File: config.mk
export PLATFORM = sky130hd
export DESIGN_NAME = uart_rx_tx
export DESIGN_NICKNAME = d
export VERILOG_FILES = /design/src/rtl/uart_rx_tx.sv
export SDC_FILE = /design/constraint.sdc
export NUM_CORES = 1
export LEC_CHECK = 0
export CAP_MARGIN = 10
export CORE_MARGIN = 8
export CORE_UTILIZATION = 51
export DETAILED_ROUTE_END_ITERATION = 10
export PLACE_DENSITY = 0.75
export SETUP_SLACK_MARGIN = 0.15
export SLEW_MARGIN = 20
export SYNTH_ARGS = -nofsm -noshare
export SYNTH_HDL_FRONTEND = slang
export SYNTH_SLANG_ARGS = --single-unit
File: constraint.sdc
create_clock -name clk -period 2.3 [get_ports clk]
set_input_delay 0.345 -clock clk [delete_from_list [all_inputs] [get_ports clk]]
set_output_delay 0.345 -clock clk [all_outputs]
set_load 0.005 [all_outputs]
File: src/rtl/uart_rx_tx.sv
// -----------------------------------------------------------------------------
// uart_rx_tx
//   Full-duplex 8N1 UART. The transmitter and receiver share clk/reset but
//   are otherwise independent. Frame: start(0), d[0]..d[7] LSB first, stop(1).
//   Each bit lasts CLKS_PER_BIT = CLK_FREQ/BAUD_RATE clocks (must be >= 4).
//
// Ports
//   clk       in   1  system clock, rising edge
//   reset     in   1  asynchronous, active-low reset
//   tx_start  in   1  send request, sampled only while tx_busy=0
//   tx_data   in   8  byte to send, latched on the accepting edge
//   tx        out  1  serial output, idle high
//   tx_busy   out  1  high from the accepting edge until the stop bit ends
//   rx        in   1  serial input, asynchronous to clk
//   rx_data   out  8  last valid received byte
//   rx_ready  out  1  one-cycle pulse when rx_data is updated
//
// Configuration macro
//   UART_LOOPBACK_EN : when defined, the receiver listens to the internal tx
//                      signal and the rx pin is ignored.
// -----------------------------------------------------------------------------
module uart_rx_tx #(
    parameter int CLK_FREQ  = 25_000_000,
    parameter int BAUD_RATE = 115200
) (
    input  logic       clk,
    input  logic       reset,
    input  logic       tx_start,
    input  logic [7:0] tx_data,
    output logic       tx,
    output logic       tx_busy,
    input  logic       rx,
    output logic [7:0] rx_data,
    output logic       rx_ready
);

    localparam int CLKS_PER_BIT = CLK_FREQ / BAUD_RATE;
    localparam int CNT_W        = $clog2(CLKS_PER_BIT);
    localparam logic [CNT_W-1:0] BIT_LAST  = CNT_W'(CLKS_PER_BIT - 1);
    localparam logic [CNT_W-1:0] HALF_LAST = CNT_W'(CLKS_PER_BIT / 2 - 1);

    typedef enum logic [1:0] {
        S_IDLE  = 2'd0,
        S_START = 2'd1,
        S_DATA  = 2'd2,
        S_STOP  = 2'd3
    } state_t;

    // =========================================================================
    // Transmitter
    // =========================================================================
    state_t           r_tx_state;
    state_t           w_tx_state_nxt;
    logic [CNT_W-1:0] r_tx_cnt;
    logic [CNT_W-1:0] w_tx_cnt_nxt;
    logic [2:0]       r_tx_idx;
    logic [2:0]       w_tx_idx_nxt;
    logic [7:0]       r_tx_data;
    logic             r_tx;
    logic             r_tx_busy;
    logic             w_tx_nxt;
    logic             w_tx_busy_nxt;
    logic             w_tx_bit_end;
    logic             w_tx_accept;

    assign w_tx_bit_end = (r_tx_cnt == BIT_LAST);
    assign w_tx_accept  = (r_tx_state == S_IDLE) && tx_start;

    // State register; tx and tx_busy are registered from the next state so
    // the line changes on the same edge the FSM does.
    always_ff @(posedge clk or negedge reset) begin
        if (!reset) begin
            r_tx_state <= S_IDLE;
            r_tx_cnt   <= '0;
            r_tx_idx   <= '0;
            r_tx_data  <= '0;
            r_tx       <= 1'b1;
            r_tx_busy  <= 1'b0;
        end else begin
            r_tx_state <= w_tx_state_nxt;
            r_tx_cnt   <= w_tx_cnt_nxt;
            r_tx_idx   <= w_tx_idx_nxt;
            r_tx       <= w_tx_nxt;
            r_tx_busy  <= w_tx_busy_nxt;
            if (w_tx_accept) begin
                r_tx_data <= tx_data;
            end
        end
    end

    // Next-state logic
    always_comb begin
        w_tx_state_nxt = r_tx_state;
        w_tx_cnt_nxt   = r_tx_cnt + 1'b1;
        w_tx_idx_nxt   = r_tx_idx;
        case (r_tx_state)
            S_IDLE: begin
                w_tx_cnt_nxt = '0;
                if (tx_start) begin
                    w_tx_state_nxt = S_START;
                end
            end
            S_START: begin
                if (w_tx_bit_end) begin
                    w_tx_state_nxt = S_DATA;
                    w_tx_cnt_nxt   = '0;
                    w_tx_idx_nxt   = '0;
                end
            end
            S_DATA: begin
                if (w_tx_bit_end) begin
                    w_tx_cnt_nxt = '0;
                    w_tx_idx_nxt = r_tx_idx + 1'b1;
                    if (r_tx_idx == 3'd7) begin
                        w_tx_state_nxt = S_STOP;
                    end
                end
            end
            S_STOP: begin
                if (w_tx_bit_end) begin
                    w_tx_state_nxt = S_IDLE;
                    w_tx_cnt_nxt   = '0;
                end
            end
            default: begin
                w_tx_state_nxt = S_IDLE;
                w_tx_cnt_nxt   = '0;
            end
        endcase
    end

    // Output logic (value the line takes after this edge)
    always_comb begin
        w_tx_busy_nxt = (w_tx_state_nxt != S_IDLE);
        case (w_tx_state_nxt)
            S_START: w_tx_nxt = 1'b0;
            S_DATA:  w_tx_nxt = r_tx_data[w_tx_idx_nxt];
            default: w_tx_nxt = 1'b1;
        endcase
    end

    assign tx      = r_tx;
    assign tx_busy = r_tx_busy;

    // =========================================================================
    // Receiver
    // =========================================================================
    logic             w_rx_src;
    logic             r_rx_meta;
    logic             r_rx_s;
    state_t           r_rx_state;
    state_t           w_rx_state_nxt;
    logic [CNT_W-1:0] r_rx_cnt;
    logic [CNT_W-1:0] w_rx_cnt_nxt;
    logic [2:0]       r_rx_idx;
    logic [2:0]       w_rx_idx_nxt;
    logic [7:0]       r_rx_shift;
    logic [7:0]       w_rx_shift_nxt;
    logic [7:0]       r_rx_data;
    logic             r_rx_ready;
    logic             w_rx_bit_end;
    logic             w_rx_done;

`ifdef UART_LOOPBACK_EN
    assign w_rx_src = r_tx;
`else
    assign w_rx_src = rx;
`endif

    assign w_rx_bit_end = (r_rx_cnt == BIT_LAST);

    // Synchronizer resets to the idle level so reset release is not a start edge.
    always_ff @(posedge clk or negedge reset) begin
        if (!reset) begin
            r_rx_meta <= 1'b1;
            r_rx_s    <= 1'b1;
        end else begin
            r_rx_meta <= w_rx_src;
            r_rx_s    <= r_rx_meta;
        end
    end

    // State register
    always_ff @(posedge clk or negedge reset) begin
        if (!reset) begin
            r_rx_state <= S_IDLE;
            r_rx_cnt   <= '0;
            r_rx_idx   <= '0;
            r_rx_shift <= '0;
            r_rx_data  <= '0;
            r_rx_ready <= 1'b0;
        end else begin
            r_rx_state <= w_rx_state_nxt;
            r_rx_cnt   <= w_rx_cnt_nxt;
            r_rx_idx   <= w_rx_idx_nxt;
            r_rx_shift <= w_rx_shift_nxt;
            r_rx_ready <= w_rx_done;
            if (w_rx_done) begin
                r_rx_data <= r_rx_shift;
            end
        end
    end

    // Next-state logic. The half-bit wait in START moves every later sample
    // to mid-bit; STOP leaves at its mid-point so a back-to-back start edge
    // is seen from IDLE.
    always_comb begin
        w_rx_state_nxt = r_rx_state;
        w_rx_cnt_nxt   = r_rx_cnt + 1'b1;
        w_rx_idx_nxt   = r_rx_idx;
        case (r_rx_state)
            S_IDLE: begin
                w_rx_cnt_nxt = '0;
                if (!r_rx_s) begin
                    w_rx_state_nxt = S_START;
                end
            end
            S_START: begin
                if (r_rx_cnt == HALF_LAST) begin
                    w_rx_cnt_nxt   = '0;
                    w_rx_idx_nxt   = '0;
                    w_rx_state_nxt = r_rx_s ? S_IDLE : S_DATA;
                end
            end
            S_DATA: begin
                if (w_rx_bit_end) begin
                    w_rx_cnt_nxt = '0;
                    w_rx_idx_nxt = r_rx_idx + 1'b1;
                    if (r_rx_idx == 3'd7) begin
                        w_rx_state_nxt = S_STOP;
                    end
                end
            end
            S_STOP: begin
                if (w_rx_bit_end) begin
                    w_rx_state_nxt = S_IDLE;
                    w_rx_cnt_nxt   = '0;
                end
            end
            default: begin
                w_rx_state_nxt = S_IDLE;
                w_rx_cnt_nxt   = '0;
            end
        endcase
    end

    // Output logic: shift in LSB first; a low stop sample discards the byte.
    always_comb begin
        w_rx_shift_nxt = r_rx_shift;
        if ((r_rx_state == S_DATA) && w_rx_bit_end) begin
            w_rx_shift_nxt = {r_rx_s, r_rx_shift[7:1]};
        end
        w_rx_done = (r_rx_state == S_STOP) && w_rx_bit_end && r_rx_s;
    end

    assign rx_data  = r_rx_data;
    assign rx_ready = r_rx_ready;

endmodule

==> qor.yml <==
outcome:
  status: "finished clean"
power_and_ir_drop:
  p_leak_nw: 1.45
  total_power_mw: 1.65
  powerDensity_nw_per_um2: 528
  worst_ir_drop_vdd_uv: 456
clocking:
  clk_latency_ps: 310
  clock_path_buffers: 2
  clk_pin_slew_worst_paths_ps: 100
  cts_tree: "done"
  cts_buffers: 5
  cts_max_level: 2
  clock_sinks: 55
  hold_buffers: 0
  cts_root_buffer: "clkbuf_8"
setup_path:
  rrSetupSlack_ps: 100
  crit_family: "compound AO/OA/AOI/OAI gates"
  crit_buf_inv: 2
  end_kind: "register"
  regToRegStartpoint: "r_tx_cnt[0]"
  r2r_cells: 11
  cp_slowest_stage_delay_ps: 390
  start_kind: "register"
  crit_chain: "inv_1, ha_1, and3b_1, and2_4, inv_6, ha_4, nand2b_4, a31oi_4, mux2_4, o2111ai_2, o311ai_1"
  crit_required_ps: 2530
  critPathSlowestCell: "dfrtp_1"
  cp_max_fo: 3
  startpoint: "r_tx_cnt[0]"
  reg2reg_to: "tx"
  crit_cells: 11
  arrival_ps: 2430
  path_class: "register to register"
  cp-endpoint: "tx"
yosys:
  ys.flop_type: "dfrtp_1"
  avgSynthCellArea_um2: 11.9
  ys_seq_area_frac: 0.529
  synth_edf_count: 0
  syn_inst: 220
  synth_area_um2: 2610
  ys_warn_count: 0
  synth_async_sr_flop_share: 1.00
  synth_cell_types: 43
  syn_nets: 246
  ys_seq_elements: 55
grt:
  met2_usage: 0.227
  gr-usage-all-layers: 0.133
  grt_max_degree: 33
  grt_pass1_wl_mm: 7.97
  use_met3: 0.0349
  grt_overflow: 0
  antenna_found_initial: 0
  grt_busiest_layer: "met2"
  met1_usage: 0.155
  grt_pass1_vias: 1730
detailed_routing:
  detailedRoute.firstPassIterationCount: 4
  vias_per_cell: 5.26
  drtAntennaViolNets: 0
  drt_iter0_drc: 35
  drc_errors: 0
  vias: 1703
  wl_mm: 4.57
  drt-wirelength-per-cell_um: 14.1
placement:
  numPortBuffers: 22
  post-place-ws_ps: -10.4
  dp_hpwl_mm: 3.33
  dp.cells: 312
  gp_congestion: 0.834
timing:
  finalWorstSetupSlack_ps: 102
  fmax_mhz: 455
  finClkSkew_ps: 9.10
  setup_viol: 0
  tightestPinTransition_ps: 543
  drv_slew: 0
  max_slew_margin: 0.638
  worst_hold_slack_ps: 14.0
  period_share: 0.956
  hold_viol: 0
  rsz0062_at_grt: "true"
  finalSetupTns_ps: 0
  fin_crit_ps: 2200
floorplanning:
  io_pins: 23
  core_um2: 5010
  placementRows: 26
  fp.dieW_um: 87.5
  initial_core_util: 0.521
  die_area_um2: 7660
  die_h_um: 87.5
cells_and_area:
  diodes: 0
  fin_cells: 324
  nets: 279
  fillerInstances: 419
  layout.cells.most_common: "dfrtp_1"
  layout_common_cells: "dfrtp_1, mux2_2, nor2_1, clkdlybuf4s50_1, ha_1"
  synthToLayoutAreaGrowth_pct: 19.6
  drive_gt1_frac: 0.232
flow_run:
  cap_violations: 0
min_path:
  hp-class: "input pin to asynchronous set/reset pin"
## flip-flops by register name (all words and copies together) (netlist names), 2 cells and up, named ones only
register,cells
rx_data,8
r_rx_shift,8
r_tx_idx,3
r_rx_idx,3
r_rx_cnt,8
r_tx_data,8
r_tx_state,2
r_tx_cnt,8
## worst min-delay path by stage
stage / start / end / slack, ps
floorplan: reset / asynchronous set/reset pin / 50
global placement: r_rx_meta / r_rx_s / 350
detailed placement: r_rx_meta / r_rx_s / 350
CTS: reset / rx_data[6] / 30
global route: reset / r_rx_shift[6] / 40
finish: reset / r_rx_cnt[4] / 10
## metrics by stage
| step | util | cell area [um2] |
|---|---|---|
| final | 0.623 | 3120 |
| after global routing | 0.623 | 3120 |
| after CTS | 0.623 | 3120 |
| after detailed placement | 0.592 | 2970 |
| after global placement | 0.592 | 2970 |
| after floorplan | - | 2640 |
## where the power goes
part / switching, mW / leakage (nW) / internal (mW)
sequential: 0.000980 / 0.713 / 0.969
clock: 0.312 / 0.0581 / 0.325
combinational: 0.0214 / 0.683 / 0.0194
total: 0.335 / 1.45 / 1.31
## synthesized netlist by cell type, drive strengths merged (2+ instances only)
| master | count | area share |
|---|---|---|
| a211oi | 2 | 0.0077 |
| a21oi | 5 | 0.011 |
| and2 | 2 | 0.0058 |
| and3 | 3 | 0.0072 |
| and3b | 2 | 0.0067 |
| clkbuf | 3 | 0.0043 |
| dfrtp | 52 | 0.50 |
| dfstp | 3 | 0.030 |
| ha | 14 | 0.067 |
| inv | 14 | 0.021 |
| mux2 | 26 | 0.11 |
| mux2i | 2 | 0.0077 |
| nand2 | 9 | 0.013 |
| nand2b | 4 | 0.0096 |
| nand3 | 11 | 0.021 |
| nand4 | 4 | 0.0096 |
| nor2 | 23 | 0.036 |
| nor2b | 5 | 0.012 |
| o21ai | 6 | 0.012 |
| or2 | 2 | 0.0048 |
| xnor2 | 6 | 0.020 |
| xor2 | 7 | 0.024 |
## layout make-up
class                   count  area, um2  area share
flip-flops and latches     55       1380       0.442
multi-input cells         148       1200       0.384
repair buffers             29        284      0.0910
well taps                  70       87.6      0.0281
clock buffers               5       68.8      0.0221
inverters                  14       57.6      0.0184
clock inverters             3       43.8      0.0140
## per-layer routing
metal  wire length (um)  part of all wire  up-vias
met2               2330              0.51       28
met3                156             0.034        7
met1               2020              0.44      843
li1                   -                 -      825
met5                  0                 0        -
met4                 72             0.016        0
## logic make-up after synthesis
kind of cell | count (synthesis) | share of synthesized area
fa+ha+maj | 14 | 0.0671
buf+inv | 17 | 0.0254
mux | 28 | 0.120
compound gates | 24 | 0.0772
flops | 55 | 0.529
xor+xnor | 13 | 0.0436
simple gates | 69 | 0.138
## timing repair
action	4_1_cts	5_1_grt
endpoints found under the setup margin	1	1
cloned	0	0
pin swaps	1	0
gates resized for setup	3	0
buffers inserted	4	0
Note: power is estimated with default switching activity, not from simulation.
